### config.mk
export PLATFORM = sky130hd
export DESIGN_NAME = uo_change_logger
export DESIGN_NICKNAME = d
export VERILOG_FILES = /design/src/rtl/uo_change_logger_pkg.sv /design/src/rtl/uo_log_fifo.sv /design/src/rtl/uo_change_logger.sv
export SDC_FILE = /design/constraint.sdc
export NUM_CORES = 1
export LEC_CHECK = 0
export ABC_AREA = 1
export CAP_MARGIN = 25
export CORE_MARGIN = 1.5
export CORE_UTILIZATION = 50
export CTS_BUF_LIST = sky130_fd_sc_hd__clkbuf_8
export CTS_CLUSTER_DIAMETER = 40
export DETAILED_ROUTE_END_ITERATION = 8
export DONT_BUFFER_PORTS = 1
export PLACE_DENSITY_LB_ADDON = 0.3
export SLEW_MARGIN = 20
export SYNTH_ARGS = -nofsm -noshare
export SYNTH_HDL_FRONTEND = slang
export SYNTH_HIERARCHICAL = 1
export SYNTH_SLANG_ARGS = --single-unit
### constraint.sdc
create_clock -name clk -period 4.49 [get_ports clk]
set_clock_uncertainty 0.2 [all_clocks]
set_input_delay 0.898 -clock clk [delete_from_list [all_inputs] [get_ports clk]]
set_output_delay 0.898 -clock clk [all_outputs]
set_load 0.02 [all_outputs]
### src/rtl/uo_change_logger_pkg.sv
// Shared types and frame constants for the uo_out change logger.
package uo_change_logger_pkg;

  typedef enum logic [1:0] {IDLE, START, DATA, STOP} tx_state_t;

  localparam int FRAME_BITS = 10;
  localparam int DATA_BITS  = 8;

endpackage

### src/rtl/uo_log_fifo.sv
// Small power-of-two FIFO with show-ahead read; push while full is accepted only alongside a pop.
module uo_log_fifo #(
  parameter int WIDTH = 8,
  parameter int DEPTH = 4
) (
  input  logic                     clk,
  input  logic                     rst_n,
  input  logic                     push,
  input  logic                     pop,
  input  logic [WIDTH-1:0]         wr_data,
  output logic [WIDTH-1:0]         rd_data,
  output logic                     full,
  output logic                     empty,
  output logic [$clog2(DEPTH):0]   count
);

  localparam int AW = $clog2(DEPTH);
  localparam int CW = AW + 1;

  logic [WIDTH-1:0] mem [DEPTH];
  logic [AW-1:0]    wr_ptr_q;
  logic [AW-1:0]    rd_ptr_q;
  logic [CW-1:0]    count_q;
  logic             do_push;
  logic             do_pop;

  assign empty   = (count_q == '0);
  assign full    = (count_q == CW'(DEPTH));
  assign count   = count_q;
  assign rd_data = mem[rd_ptr_q];
  assign do_pop  = pop && !empty;
  assign do_push = push && (!full || do_pop);

  // Pointers wrap naturally because DEPTH is a power of two
  always_ff @(posedge clk) begin
    if (!rst_n) begin
      wr_ptr_q <= '0;
      rd_ptr_q <= '0;
      count_q  <= '0;
    end else begin
      if (do_push) wr_ptr_q <= wr_ptr_q + 1'b1;
      if (do_pop)  rd_ptr_q <= rd_ptr_q + 1'b1;
      case ({do_push, do_pop})
        2'b10:   count_q <= count_q + 1'b1;
        2'b01:   count_q <= count_q - 1'b1;
        default: count_q <= count_q;
      endcase
    end
  end

  always_ff @(posedge clk) begin
    if (do_push) mem[wr_ptr_q] <= wr_data;
  end

endmodule

### src/rtl/uo_change_logger.sv
// Logs every change of an upstream uo_out byte into a FIFO and streams the
// logged bytes out as 8N1 UART frames; drops are flagged and counted.
module uo_change_logger
  import uo_change_logger_pkg::*;
#(
  parameter int CLKS_PER_BIT = 16,
  parameter int DEPTH        = 4
) (
  input  logic       clk,
  input  logic       rst_n,
  input  logic [7:0] uo_in,
  input  logic       capture_en,
  output logic       tx,
  output logic       busy,
  output logic       overflow,
  output logic [7:0] drop_count
);

  localparam int CW = $clog2(DEPTH) + 1;

  logic [7:0]    sample_q;
  logic [7:0]    last_q;
  logic          push;
  logic          push_ok;
  logic          drop;
  logic          pop;
  logic          full;
  logic          empty;
  logic [CW-1:0] count;
  logic [CW-1:0] occ_next;
  logic [7:0]    rd_data;
  tx_state_t     state_q;
  tx_state_t     state_d;
  logic [7:0]    baud_q;
  logic [3:0]    bit_q;
  logic [7:0]    shift_q;
  logic          baud_last;
  logic          busy_q;
  logic          overflow_q;
  logic [7:0]    drop_q;

  // Stage p0/p1: input sampling and change detection
  always_ff @(posedge clk) begin
    if (!rst_n) begin
      sample_q <= '0;
      last_q   <= '0;
    end else begin
      sample_q <= uo_in;
      last_q   <= sample_q;
    end
  end

  assign push    = capture_en && (sample_q != last_q);
  assign push_ok = push && (!full || pop);
  assign drop    = push && full && !pop;

  uo_log_fifo #(.WIDTH(8), .DEPTH(DEPTH)) u_fifo (
    .clk     (clk),
    .rst_n   (rst_n),
    .push    (push),
    .pop     (pop),
    .wr_data (sample_q),
    .rd_data (rd_data),
    .full    (full),
    .empty   (empty),
    .count   (count)
  );

  always_ff @(posedge clk) begin
    if (!rst_n) begin
      overflow_q <= 1'b0;
      drop_q     <= '0;
    end else if (drop) begin
      overflow_q <= 1'b1;
      if (drop_q != 8'hFF) drop_q <= drop_q + 1'b1;
    end
  end

  // Stage p2: serial transmitter
  assign baud_last = (baud_q == 8'(CLKS_PER_BIT - 1));

  always_ff @(posedge clk) begin
    if (!rst_n) state_q <= IDLE;
    else        state_q <= state_d;
  end

  always_comb begin
    state_d = state_q;
    case (state_q)
      IDLE:  if (!empty) state_d = START;
      START: if (baud_last) state_d = DATA;
      DATA:  if (baud_last && bit_q == 4'(DATA_BITS)) state_d = STOP;
      STOP:  if (baud_last && bit_q == 4'(FRAME_BITS - 1)) state_d = empty ? IDLE : START;
      default: state_d = IDLE;
    endcase
  end

  always_comb begin
    tx  = 1'b1;
    pop = 1'b0;
    case (state_q)
      IDLE:  pop = !empty;
      START: tx  = 1'b0;
      DATA:  tx  = shift_q[0];
      STOP:  pop = baud_last && !empty;
      default: tx = 1'b1;
    endcase
  end

  // bit_q indexes the frame: 0 = start, 1..8 = data, 9 = stop
  always_ff @(posedge clk) begin
    if (!rst_n) begin
      baud_q <= '0;
      bit_q  <= '0;
    end else if (pop || state_q == IDLE) begin
      baud_q <= '0;
      bit_q  <= '0;
    end else if (baud_last) begin
      baud_q <= '0;
      bit_q  <= bit_q + 1'b1;
    end else begin
      baud_q <= baud_q + 1'b1;
    end
  end

  always_ff @(posedge clk) begin
    if (pop)                                shift_q <= rd_data;
    else if (state_q == DATA && baud_last)  shift_q <= shift_q >> 1;
  end

  // busy is registered from next-cycle state and occupancy so it never glitches
  always_comb begin
    occ_next = count + CW'(push_ok) - CW'(pop);
  end

  always_ff @(posedge clk) begin
    if (!rst_n) busy_q <= 1'b0;
    else        busy_q <= (state_d != IDLE) || (occ_next != '0);
  end

  assign busy       = busy_q;
  assign overflow   = overflow_q;
  assign drop_count = drop_q;

endmodule

* Word level (Yosys, flattened, before mapping)
Memory sizes are Yosys's and may differ from the RTL's. A register that Yosys moved wholly into a read port is not among the register bits. Index checks and enable logic that the tools add are counted.
Cells by class: muxes and demuxes 15, add/sub/neg operators 9, bitwise gates (word level) 1, equal/unequal tests 11, reduce and logical (&&, ||, !) cells 26
Operator list (number):
- $add 8x1->8 const B | 2
- $mux 8 | 2
- $mux 2 | 6
- $logic_and 1x1->1 | 10
- $eq 4x4->1 const B | 2
- $eq 8x4->1 const B | 1
- $ne 8x8->1 | 1
- $ne 8x8->1 const B | 1
- $pmux 2 s4 | 1
- $eq 2x2->1 const B | 3
- $pmux 3 s2 | 1
- $reduce_bool 2->1 | 3
- $add 2x1->2 const B | 2
- $add 4x1->4 const B | 1
- $eq 2x1->1 const B | 2
- $logic_or 1x1->1 | 4
- $pmux 1 s2 | 2
- $add 3x1->3 | 1
- $add 3x1->3 const B | 1
- $eq 3x3->1 const B | 1
- $logic_not 1->1 | 3
- $logic_not 3->1 | 1
- $mux 1 | 3
- $reduce_bool 3->1 | 1
- 7 further kinds | 7
Storage, ports and cells: output and inout bits 11, RAM bits 32, memories kept 1, logic and storage cells 75, register bits 55
Memories:
- u_fifo.mem | depth 4, width 8, read ports 1, clocked after memory_dff 1, write ports 1, line uo_log_fifo.sv:20 | logic [WIDTH-1:0] mem [DEPTH];

* Longest topological paths before layout
word-level depth 10, mapped depth 16

* Hierarchy
The synthesis kept the hierarchy.
Modules (own cells, without submodules):
- uo_change_logger | area an instance 2404.8 um^2, times used 1, seq. area each 1041.0 um^2, cells an instance 317
- uo_log_fifo | area an instance 1655.3 um^2, times used 1, seq. area each 1141.1 um^2, cells an instance 140

* Worst setup path after synthesis
No wires, ideal clock.
path type register to register, start point reg baud_q[0], end point reg busy_q (netlist: busy), arrival time 2.657 ns, path buffers 0, clock period less this slack 2.978 ns, cell stages (with the launch flop) 17, path slack 1.512 ns, path through dfxtp_1 ha_1 nand3_2 nor2_4 nand2_2 nand2_2 nand2_4 clkinv_1 ha_1 inv_1 ha_1 fa_1 xor2_1 a211oi_1 o21ai_0 nand2_1 nand3_1
On the way: longest elaborated chain between the ends 9
RTL lines:
- from (decl) | line uo_change_logger.sv:34 | logic [7:0] baud_q;
- from (signal assigned) | line uo_change_logger.sv:122 | baud_q <= baud_q + 1'b1;
- $eq 8x4->1 (*) | line uo_change_logger.sv:80 | assign baud_last = (baud_q == 8'(CLKS_PER_BIT - 1));
- $logic_and 1x1->1 (*) | line uo_change_logger.sv:105 | STOP: pop = baud_last && !empty;
- $pmux 1 s2 (*) | line uo_change_logger.sv:101 | case (state_q)
- named net pop | line uo_change_logger.sv:26 | logic pop;
- $logic_or 1x1->1 | line uo_change_logger.sv:54 | assign push_ok = push && (!full || pop);
- $logic_and 1x1->1 | line uo_change_logger.sv:54
- $add 3x1->3 | line uo_change_logger.sv:133 | occ_next = count + CW'(push_ok) - CW'(pop);
- $sub 3x1->3 (*) | line uo_change_logger.sv:133
- $reduce_bool 3->1 (*) | line uo_change_logger.sv:138 | else busy_q <= (state_d != IDLE) || (occ_next != '0);
- $logic_or 1x1->1 (*) | line uo_change_logger.sv:138
- to (signal assigned) | line uo_change_logger.sv:138
- to (decl) | line uo_change_logger.sv:38 | logic busy_q;
The timed path passes the listed nets; every way through them passes the cells marked *. A chain may end at the register's enable or synchronous reset.

* Worst setup path in the final report
start point reg state_q[0], end point reg busy_q (netlist: busy)
On the way: longest elaborated chain between the ends 8
RTL lines:
- from (decl) | line uo_change_logger.sv:32 | tx_state_t state_q;
- from (signal assigned) | line uo_change_logger.sv:84 | else state_q <= state_d;
- $eq 2x2->1 / $logic_not 2->1 (equally long branches) | line uo_change_logger.sv:101
- $pmux 1 s2 (*) | line uo_change_logger.sv:101
- named net pop | line uo_change_logger.sv:26
- $logic_or 1x1->1 | line uo_change_logger.sv:54
- $logic_and 1x1->1 | line uo_change_logger.sv:54
- $add 3x1->3 | line uo_change_logger.sv:133
- $sub 3x1->3 (*) | line uo_change_logger.sv:133
- $reduce_bool 3->1 (*) | line uo_change_logger.sv:138
- $logic_or 1x1->1 (*) | line uo_change_logger.sv:138
Marked as above.

==> metrics.cfg <==
[global_route]
track_usage_pct=17.5
antenna_found_initial=0
grt_pass1_wl_mm=11.7
grt_max_degree=29
grt.overflow.total=0
grt_pass1_vias=2664

[clocking]
htree_levels=3
ctsResizeCount=0
clk_pin_slew_ns=0.09
ctsHoldBuffers=0
root_buffer=clkbuf_8
post-cts-setup-buffer-count=0
clk_latency_ns=0.36
cts_buffers=9
clk_path_buf_depth=2
cts.sinks=89
cts_tree=yes

[synth]
yosysWarningCount=6
synth_ff_type=dfxtp_1
synth_nets=486
netlist_instances=457
avgSynthCellArea_um2=8.88
yosys.area.top_type_share_pct=29.6
yosysTopAreaCell=edfxtp_1
seq_area_frac_synth_pct=53.7
postSynthRegisterBits=89
ys_types=34
synth_area_leaders=edfxtp_1 30%, dfxtp_1 24%, nand2_1 8.9%
synth-edff-count=40
synthesis.area_mm2=0.00406
synthArstFlopShare_pct=0

[layout]
final_nets=491
final_cells=569
num_antenna_cells=0
final_cell_mix=96 x nand2_1, 71 x inv_1, 53 x nor2_1
drive_above_1_share_pct=7.07
layout_commonest_cell=nand2_1
syn_to_final_growth_pct=7.92
fin_area_mm2=0.00438

[setup_path]
crit_start=state_q[0]$_SDFF_PN0_
path_cells=inv_1 -> ha_1 -> inv_1 -> nand2_2 -> nand2_4 -> clkinv_1 -> ha_1 -> inv_1 -> ha_1 -> fa_1 -> xor2_1 -> a211oi_1 -> o21ai_0 -> nand2_1 -> nand3_1
crit_path_end_kind=flip-flop
slowest_delay_ns=0.42
r2r_setup_slack_ns=1.17
startpoint_type=flip-flop
worstPathMaxFanout=13
crit_type=flip-flop to flip-flop
r2r_cells=15
rr_endpoint=busy$_SDFF_PN0_
r2r_start=state_q[0]$_SDFF_PN0_
cp_data_required_time_ns=4.55
critPathArrivalTime_ns=3.38
slowest_stage=ha_1

[timing]
relSlewSlack_pct=48.1
whs_ns=0.254
finalCritPeriodShare_pct=74.1
period_needed_ns=3.32
setup_viol=0
setup_ws_ns=1.17
hold_viol=0
worstMarginPinSlew_ns=0.776
tns_ns=0
drv_slew=0
fmax_ghz=0.301
rsz0062_at_grt=false

[floorplan]
start_util_pct=52.0
num_io_pins=22
die-area_mm2=0.00867
rows=32
die_w_um=93.1
core-area_mm2=0.00781
die_h_um=93.1

[run]
cap_violations=0

[detailed_routing]
vias=2849
antenna_left=0
drt_iter0_markers=152
avgViaCountPerCell=5.01
first_pass_iters=4
routed_wl_mm=6.93
wl_per_cell_um=12.2
drc_errors=0

[pwr]
p_per_area_mw_per_mm2=541
p_leak_nw=1.87
ir_worst_vdd_uv=305

[place]
portBuffers=0
dpl.hpwl_mm=4.95
postPlaceCellArea_mm2=0.00415
dp.cells=553
pre_cts_ws_ns=1.16
gp_congestion=0.852

[hold_path]
hold_end=baud_q[0]$_SDFF_PP0_
hold_depth=1
hold_class=flip-flop to flip-flop
hold_start=baud_q[0]$_SDFF_PP0_

[status]
run_status=finished, final reports clean

sequential cells by signal, summed over array words and instances (netlist names), 3 cells and up, named ones only:
| name | count |
|---|---|
| baud_q | 8 |
| bit_q | 4 |
| drop_count | 8 |
| last_q | 8 |
| sample_q | 8 |
| shift_q | 8 |
| u_fifo/count | 3 |
| u_fifo/mem | 32 |
worst max-delay path: cells and delay by family (launching register included):
kind                     cells  cell delay (ns)
AO/OA/AOI/OAI                2             0.29
XOR/XNOR                     1             0.18
adder cells (fa/ha/maj)      4             1.21
buffers and inverters        4             0.61
flip-flops                   1             0.39
AND/OR/NAND/NOR              4             0.36
where the power goes:
group	internal (mW)	switching, mW
registers	1.00	0.0902
clock network	0.325	0.302
logic	0.210	0.438
total	1.54	0.830
metrics by stage:
| stage | power (mW) | utilization, % |
|---|---|---|
| after CTS | 2.39 | 56.1 |
| after detailed placement | 1.77 | 53.2 |
| after floorplan | 1.63 | - |
| after global routing | 2.52 | 56.1 |
| final | 2.37 | 56.1 |
| after global placement | 1.73 | 53.2 |
cell usage after synthesis, types with 8 or more instances:
library cell and number:
o21ai_0 21, dfxtp_1 49, nor2_1 53, nand3_1 22, xor2_1 8, nand2_1 96
inv_1 71, ha_1 16, nand4_1 9, a21oi_1 19, o22ai_1 8, edfxtp_1 40
logic make-up (layout without fill, tap and decap cells):
family                   Yosys count  count (layout)  synth area share [%]
XOR/XNOR                          15              15                  3.24
AND/OR/NAND/NOR                  199             199                  21.8
flip-flops                        89              89                  53.7
AO/OA/AOI/OAI                     56              56                  7.58
buffers and inverters             80              90                  7.74
adder cells (fa/ha/maj)           18              18                  5.92
area by class of cell:
type | instances | area, µm²
fill | 707 | 3430
multi-input combinational | 288 | 1560
tap | 102 | 128
sequential | 89 | 2180
clock inverter | 7 | 106
clock buffer | 9 | 124
inverter | 74 | 278
metal layers:
| layer | wire, µm | vias to the layer above | track usage, % |
|---|---|---|---|
| met2 | 3390 | 39 | 30.0 |
| met1 | 3220 | 1320 | 21.3 |
| met4 | 165 | 0 | 8.33 |
| met3 | 153 | 13 | 3.33 |
| met5 | 0 | - | 0 |
| li1 | - | 1477 | - |
how the worst max path moves through the flow:
| stage | to |
|---|---|
| after floorplan | busy$_SDFF_PN0_ |
| after global placement | busy$_SDFF_PN0_ |
| after detailed placement | busy$_SDFF_PN0_ |
| after CTS | busy$_SDFF_PN0_ |
| after global routing | busy$_SDFF_PN0_ |
| final | busy$_SDFF_PN0_ |
No activity file was read; power rests on OpenSTA's default activity.
